$ cat src/rtl/io_seg_pkg.sv
// Shared constants for the LED / seven-segment output peripheral.
// Register addresses, CTRL field positions and the all-off segment code.
package io_seg_pkg;

  localparam logic [1:0] ADDR_LED_LO   = 2'b00;
  localparam logic [1:0] ADDR_LED_HI   = 2'b01;
  localparam logic [1:0] ADDR_DISP_VAL = 2'b10;
  localparam logic [1:0] ADDR_CTRL     = 2'b11;

  localparam int EN_BIT = 0;
  localparam int DP_LSB = 8;

  localparam logic [7:0] SEG_BLANK = 8'hFF;

endpackage

$ cat src/rtl/hex_to_seg7.sv
// Hex nibble to seven-segment pattern, active-high segments {g,f,e,d,c,b,a}.
// Ports: nib (4-bit digit value) -> seg (7-bit segment pattern).
module hex_to_seg7 (
  input  logic [3:0] nib,
  output logic [6:0] seg
);

  always_comb begin
    seg = 7'h00;
    unique case (nib)
      4'h0: seg = 7'h3F;
      4'h1: seg = 7'h06;
      4'h2: seg = 7'h5B;
      4'h3: seg = 7'h4F;
      4'h4: seg = 7'h66;
      4'h5: seg = 7'h6D;
      4'h6: seg = 7'h7D;
      4'h7: seg = 7'h07;
      4'h8: seg = 7'h7F;
      4'h9: seg = 7'h6F;
      4'hA: seg = 7'h77;
      4'hB: seg = 7'h7C;
      4'hC: seg = 7'h39;
      4'hD: seg = 7'h5E;
      4'hE: seg = 7'h79;
      4'hF: seg = 7'h71;
    endcase
  end

endmodule

$ cat src/rtl/io_led_seg_out.sv
// MMIO output block: LED bank, 32-bit display value and CTRL register,
// scanned as 8 hex digits on a common-anode seven-segment display.
// Ports: sys_clk, sys_rst_n (sync, active-low); io_write/io_addr/io_wdata
// store path; wr_ack write pulse; led[16:0]; seg_an/seg_cat active-low.
// Build option: define SEG_LZB_EN to blank leading-zero digits above 0.
module io_led_seg_out
  import io_seg_pkg::*;
#(
  parameter int SCAN_DIV   = 100000,
  parameter int NUM_DIGITS = 8
) (
  input  logic        sys_clk,
  input  logic        sys_rst_n,
  input  logic        io_write,
  input  logic [1:0]  io_addr,
  input  logic [31:0] io_wdata,
  output logic        wr_ack,
  output logic [16:0] led,
  output logic [7:0]  seg_an,
  output logic [7:0]  seg_cat
);

  localparam int PW = (SCAN_DIV > 1) ? $clog2(SCAN_DIV) : 1;
  localparam int IW = $clog2(NUM_DIGITS);
  localparam logic [PW-1:0] PS_MAX = PW'(SCAN_DIV - 1);

  logic [31:0]   disp_val;
  logic          enable;
  logic [7:0]    dp_mask;
  logic [PW-1:0] presc;
  logic [IW-1:0] idx;

  logic [3:0] nib;
  logic [6:0] seg;
  logic       blank;
  logic [7:0] an_nxt;
  logic [7:0] cat_nxt;

  assign nib = disp_val[{idx, 2'b00} +: 4];

  hex_to_seg7 u_hex (
    .nib (nib),
    .seg (seg)
  );

`ifdef SEG_LZB_EN
  // Digit is a leading zero when it and every higher nibble are zero.
  assign blank = (idx != '0) &&
                 ((disp_val >> {idx, 2'b00}) == 32'd0);
`else
  assign blank = 1'b0;
`endif

  always_comb begin
    an_nxt  = SEG_BLANK;
    cat_nxt = SEG_BLANK;
    if (enable && !blank) begin
      an_nxt  = ~(8'd1 << idx);
      cat_nxt = ~{dp_mask[idx], seg};
    end
  end

  always_ff @(posedge sys_clk) begin
    if (!sys_rst_n) begin
      led      <= '0;
      disp_val <= '0;
      enable   <= 1'b0;
      dp_mask  <= '0;
      presc    <= '0;
      idx      <= '0;
      seg_an   <= SEG_BLANK;
      seg_cat  <= SEG_BLANK;
      wr_ack   <= 1'b0;
    end else begin
      wr_ack <= io_write;
      if (io_write) begin
        unique case (1'b1)
          (io_addr == ADDR_LED_LO):
            led[15:0] <= io_wdata[15:0];
          (io_addr == ADDR_LED_HI):
            led[16] <= io_wdata[0];
          (io_addr == ADDR_DISP_VAL):
            disp_val <= io_wdata;
          (io_addr == ADDR_CTRL): begin
            enable  <= io_wdata[EN_BIT];
            dp_mask <= io_wdata[DP_LSB +: 8];
          end
        endcase
      end
      // Scan keeps running while disabled so re-enable is glitch-free.
      if (presc == PS_MAX) begin
        presc <= '0;
        idx   <= idx + 1'b1;
      end else begin
        presc <= presc + 1'b1;
      end
      seg_an  <= an_nxt;
      seg_cat <= cat_nxt;
    end
  end

endmodule

$ cat config.mk
export PLATFORM = sky130hd
export DESIGN_NAME = io_led_seg_out
export DESIGN_NICKNAME = d
export VERILOG_FILES = /design/src/rtl/io_seg_pkg.sv /design/src/rtl/hex_to_seg7.sv /design/src/rtl/io_led_seg_out.sv
export SDC_FILE = /design/constraint.sdc
export NUM_CORES = 1
export LEC_CHECK = 0
export BUFFER_PORTS_ARGS = -buffer_cell sky130_fd_sc_hd__buf_4
export CAP_MARGIN = 20
export CORE_ASPECT_RATIO = 0.6
export CORE_MARGIN = 2
export CORE_UTILIZATION = 50
export DETAILED_ROUTE_END_ITERATION = 8
export GPL_ROUTABILITY_DRIVEN = 0
export HOLD_SLACK_MARGIN = 0.02
export PLACE_DENSITY_LB_ADDON = 0.12
export SYNTH_ARGS = -nofsm -noshare
export SYNTH_HDL_FRONTEND = slang
export SYNTH_SLANG_ARGS = --single-unit
$ cat constraint.sdc
create_clock -name sys_clk -period 2.95 [get_ports sys_clk]
set_clock_uncertainty 0.2 [all_clocks]
set_input_delay 0.1475 -clock sys_clk [delete_from_list [all_inputs] [get_ports sys_clk]]
set_output_delay 0.1475 -clock sys_clk [all_outputs]
set_load 0.02 [all_outputs]
# --- After elaboration in Yosys (flattened, before gate mapping) ---
# Memories as Yosys holds them, arrays and structs flattened.
# Index checks and enable logic that the tools add are counted.
classes:
  n_addsub: 2
  n_mul: 0
  div_mod_pow: 0
  order_cmp: 1
  eq_ne: 4
  shifts: 2
  n_mux: 2
  n_bitwise: 3
  n_reduce_logical: 7
ops:
  columns: ["operator", "count"]
  rows:
  - ["indexed part select 32 x 6 -> 4 bit", 1]
  - ["adder 17 x 1 -> 17 bit, second input constant", 1]
  - ["== test 17 bit, second input constant", 1]
  - ["NOT 8 bit", 2]
  - ["AND reduction 2 bit", 5]
  - ["left shift 1 x 3 -> 8 bit, first input constant", 1]
  - ["== test 2 bit, second input constant", 2]
  - ["< comparator 3 x 4 -> 1 bit, second input constant", 1]
  - ["adder 3 x 1 -> 3 bit, second input constant", 1]
  - ["binary-select mux 1 bit (select 3 bit)", 1]
  - ["== test 2 x 1 -> 1 bit, second input constant", 1]
  - ["logical NOT 2 bit", 1]
  - ["OR reduction 2 bit", 1]
  - ["two-way mux 1 bit", 1]
  - ["NOT 1 bit", 1]
word_totals:
  register_bits: 95
  latch_bits: 0
  ram_bits: 0
  rom_bits: 112
  in_bits: 37
  out_inout_bits: 34
  elab_cells: 32
  mem_count: 1
mem_list:
  columns: ["name", "words", "word_bits", "read_ports", "rd_clocked_by_memory_dff", "write_ports", "line_no", "rtl"]
  rows:
  - ["(name not given)", 16, 7, 1, 0, 0, "hex_to_seg7.sv:10", "unique case (nib)"]

# --- Depth between registers and ports, before layout ---
logic_depth:
  word_depth: 3
  ltp_mapped: 9
  ltp_nobuf: 8

# --- Hierarchy ---
# From an unflattened synthesis, not the netlist that was laid out.
hier_totals:
  hier_cells: 462
  area_unflattened_um2: 4170.2
modules_own_cells:
  columns: ["mod", "n_inst", "cells_each", "area_each_um2", "seq_area_each_um2"]
  rows:
  - ["io_led_seg_out", 1, 429, 3882.5, 1901.8]
  - ["hex_to_seg7", 1, 33, 287.8, 0.0]

# --- Worst setup path after synthesis ---
# No wires, ideal clock.
synth_path:
  path_kind: "flip-flop to flip-flop"
  start: "reg idx[0]"
  end: "reg seg_cat[3]"
  setup_time_ns: 0.136
  arrival_time_ns: 2.151
  t_required_ns: 2.614
  setup_slack_ns: 0.463
  path_stages_with_launch: 10
  path_buffers: 1
  synth_period_minus_slack_ns: 2.487
  cell_sequence: "dfxtp_1 buf_6 mux4_2 mux2i_4 inv_1 ha_1 inv_1 nor3_1 a2111oi_0 a31oi_1"
synth_via:
  elab_chain_cells: 3
synth_rtl:
  columns: ["item", "line_no", "rtl"]
  rows:
  - ["from (decl)", "io_led_seg_out.sv:31", "logic [IW-1:0] idx;"]
  - ["from (signal assigned)", "io_led_seg_out.sv:93", "idx <= idx + 1'b1;"]
  - ["indexed part select 32 x 6 -> 4 bit", "io_led_seg_out.sv:39", "assign nib = disp_val[{idx, 2'b00} +: 4];"]
  - ["memory (16 x 7 bit)", null, null]
  - ["NOT 8 bit", "io_led_seg_out.sv:59", "cat_nxt = ~{dp_mask[idx], seg};"]
  - ["to (signal assigned)", "io_led_seg_out.sv:98", "seg_cat <= cat_nxt;"]
  - ["to (decl)", "io_led_seg_out.sv:20", "output logic [7:0] seg_cat"]
# No other way between the ends.
# A chain may end at the register's enable or synchronous reset.

# --- Worst setup path after layout ---
layout_path:
  start: "reg idx[1]"
  end: "reg seg_cat[3]"
# Same word-level chain as after synthesis.

==> impl_metrics.sql <==
INSERT INTO impl_metrics (metric_group, metric, value, unit) VALUES
('power', 'power_per_cell_area', '521', 'nW/um^2'),
('detailed_routing', 'first_pass_iters', '4', ''),
('final_layout', 'finish.net_count', '601', ''),
('cts', 'cts_resized', '0', ''),
('grt', 'grt_pass1_wl', '15900', 'um'),
('synthesis', 'yosys_register_bits', '95', ''),
('synthesis', 'synthesis.area_per_instance', '9.17', 'sq um'),
('floorplan', 'pin_count', '71', ''),
('cts', 'worstSkewPairLatency', '0.34', 'ns'),
('place', 'placed_cells_incl_taps', '614', ''),
('detailed_routing', 'antenna_violating_nets_post_route', '0', ''),
('final_layout', 'layout.cells.most_common', 'nand2_1', ''),
('hold_path', 'worst_hold_path_type', 'input pin to flop', ''),
('sta', 'drv_slew', '0', ''),
('setup_path', 'critical_path.slowest_cell', 'mux4_1', ''),
('synthesis', 'number_of_enable_flip_flop_cells_after_synthesis', '0', ''),
('detailed_routing', 'finalWirelength', '9700', 'um'),
('grt', 'antenna_violations_before_repair', '0', ''),
('synthesis', 'area_share_of_the_largest_cell_type_after_synthesis', '45.4', '%'),
('sta', 'final-setup-viol-count', '0', ''),
('job', 'timing.max_cap.violations', '0', ''),
('final_layout', 'layout.cells.most_common_list', 'nand2_1, dfxtp_1, buf_4', ''),
('cts', 'htree_levels', '3', ''),
('sta', 'timing_hold_violations_final', '0', ''),
('synthesis', 'mappedNetlistArea', '4190', 'sq um'),
('setup_path', 'crit_chain', 'mux4_1 > mux2i_4 > inv_1 > ha_1 > inv_1 > nor3_1 > a2111oi_0 > a31oi_1', ''),
('grt', 'track_usage', '23.0', '%'),
('final_layout', 'num-fill-cells', '677', ''),
('synthesis', 'postSynth.asyncResetShare', '0', '%'),
('place', 'hpwl', '6840', 'um'),
('synthesis', 'synth-seq-area-share', '45.4', '%'),
('sta', 'rsz0062_at_grt', 'no', ''),
('sta', 'achievable-frequency', '368', 'MHz'),
('synthesis', 'ys_top_cells_by_area', 'dfxtp_1, nand2_1, a21boi_0, ha_1, mux4_1', ''),
('sta', 'worst-slew-pin-transition', '0.965', 'ns'),
('floorplan', 'die_width', '122', 'um'),
('setup_path', 'critPathLaunchType', 'flop', ''),
('final_layout', 'syn2layout_area_growth', '29.8', '%'),
('final_layout', 'final-instance-count-excl-fill', '663', ''),
('cts', 'clkSinkCount', '95', ''),
('synthesis', 'synth.lib_cells_used.distinct', '46', ''),
('synthesis', 'synth_top_cell_by_area', 'dfxtp_1', ''),
('floorplan', 'rows', '25', ''),
('cts', 'cts_root_buf', 'clkbuf_16', ''),
('final_layout', 'antenna-diode-count', '0', ''),
('detailed_routing', 'drc_marker_count_from_the_first_detailed_route_iteration', '233', ''),
('synthesis', 'ys_warn_count', '0', ''),
('power', 'leakagePower', '2.15', 'nW'),
('setup_path', 'arrival', '2.72', 'ns'),
('grt', 'grt_overflow_total', '0', ''),
('sta', 'post-route-period-util', '92.1', '%'),
('detailed_routing', 'detailroute.via_count', '3428', ''),
('cts', 'cts_tree', 'done', ''),
('sta', 'finalHoldWorstSlack', '0.0678', 'ns'),
('detailed_routing', 'drt_drc_violations_left', '0', ''),
('cts', 'cts_buffer_depth', '2', ''),
('synthesis', 'dominant_register_cell_in_the_synthesized_netlist', 'dfxtp_1', ''),
('grt', 'number_of_global_route_vias_before_repair', '3171', ''),
('sta', 'timing.final.ws_setup', '0.232', 'ns'),
('outcome', 'outcome', 'completed', ''),
('setup_path', 'critPathKind', 'flop to flop', ''),
('sta', 'timing.max_slew.rel_slack', '35.4', '%'),
('floorplan', 'design.die.area', '9150', 'sq um'),
('cts', 'worst_setup_hold_path_clk_slew', '0.06', 'ns'),
('grt', 'pin_count_of_the_biggest_net_entering_global_routing', '67', ''),
('floorplan', 'die_height', '74.9', 'um'),
('synthesis', 'mappedNetlistNets', '507', ''),
('detailed_routing', 'avgRoutedWirePerCell', '14.6', 'um'),
('sta', 'fin_tns_setup', '0', 'ns'),
('floorplan', 'floorplan.initialDensity', '52.3', '%'),
('place', 'pre_cts_ws', '0.259', 'ns'),
('power', 'ir_drop_worst_vdd', '0.270', 'mV'),
('synthesis', 'syn_inst', '457', ''),
('sta', 'post-route-min-period', '2.72', 'ns'),
('setup_path', 'cp_data_required_time', '2.95', 'ns'),
('setup_path', 'most_frequent_cell_on_the_critical_path', 'inv_1', ''),
('detailed_routing', 'detail_route.vias_per_cell', '5.17', ''),
('cts', 'cts-buffers-inserted', '9', ''),
('final_layout', 'drive_above_1_share', '19.1', '%'),
('place', 'port_buffers', '70', ''),
('floorplan', 'core_region_area', '8010', 'sq um'),
('setup_path', 'cp-end-kind', 'flop', ''),
('setup_path', 'crit_path_max_incr_delay', '0.66', 'ns'),
('setup_path', 'worst-path-max-fanout', '7', '');
[cell usage after synthesis, types with 2 or more instances]
cell type,instances
nand2_1,136
dfxtp_1,95
a21boi_0,57
nor2_1,23
clkbuf_1,20
ha_1,13
nand3_1,11
xor2_1,10
inv_1,8
mux4_1,6
nor3_1,6
xnor2_1,6
mux2i_1,5
a21oi_1,4
and2_1,4
nor4_1,4
a31oi_1,3
and3_1,3
buf_4,3
mux2i_4,3
nand4_1,3
nor2b_1,3
a221o_1,2
a22o_1,2
mux2_4,2
mux4_2,2
nand2b_1,2
nand3b_1,2
o21ai_1,2
[flip-flops by register name (all words and copies together), names as in the netlist]
signal,cells
idx,3
seg_an,8
seg_cat,8
dp_mask,8
led,17
enable,1
disp_val,32
wr_ack,1
presc,17
[final timing paths]
check                     from      endpoint  slack, ns  cells after the start
setup / recovery        idx[1]    seg_cat[3]       0.23                      8
hold / removal      io_addr[0]       led[11]       0.07                      4
setup reg to reg        idx[1]    seg_cat[3]       0.23                      8
hold reg to reg   disp_val[25]  disp_val[25]       0.26                      2
[worst max-delay path, delay by kind of cell, from the launching register on]
kind / cells / cell delay (ns)
adders and majority gates: 1 / 0.21
muxes: 2 / 0.93
and+or+nand+nor: 1 / 0.06
AOI/OAI and AO/OA: 2 / 0.47
DFF: 1 / 0.49
buffers and inverters: 2 / 0.22
[metal layers]
metal  vias to the layer above  wire (um)  GRT usage, %
met5                         -          0             0
met2                        93       4270          34.6
li1                       1729          -             -
met3                         8        602          5.53
met1                      1598       4740          32.8
met4                         0         93          7.79
[layout make-up]
| cell class | instances | area [sq um] | area share (%) |
|---|---|---|---|
| clock buffer | 12 | 267 | 4.90 |
| timing repair buffer | 108 | 896 | 16.5 |
| inverter | 9 | 33.8 | 0.621 |
| sequential | 95 | 1900 | 35.0 |
| tap | 108 | 135 | 2.49 |
| clock inverter | 3 | 65.1 | 1.20 |
| multi-input combinational | 328 | 2140 | 39.3 |
[where the power goes]
group	leakage, nW	switching [mW]	total (mW)	internal (mW)
sequential	0.771	0.0203	1.34	1.32
clock	0.165	0.463	1.27	0.805
combinational	1.21	0.112	0.230	0.119
[through the flow]
| step | total power [mW] | util [%] | area, sq um |
|---|---|---|---|
| after detailed placement | 1.56 | 59.5 | 4770 |
| after floorplan | 1.47 | - | 4190 |
| after global routing | 2.93 | 67.9 | 5440 |
| final | 2.83 | 67.9 | 5440 |
| after global placement | 1.55 | 59.5 | 4770 |
| after CTS | 2.86 | 67.9 | 5440 |
[timing repair]
| action | CTS | global route |
|---|---|---|
| endpoints found under the hold margin | 59 | 0 |
| hold buffers | 34 | 0 |
| buffers inserted | 0 | 0 |
[kinds of logic after synthesis]
group	synth area share (%)
xor gates and xnor gates	3.35
adders and majority gates	3.88
AOI/OAI and AO/OA	14.0
buffers and inverters	3.52
and+or+nand+nor	21.2
muxes	8.63
DFF	45.4
Power figures use the tool's default switching activity.
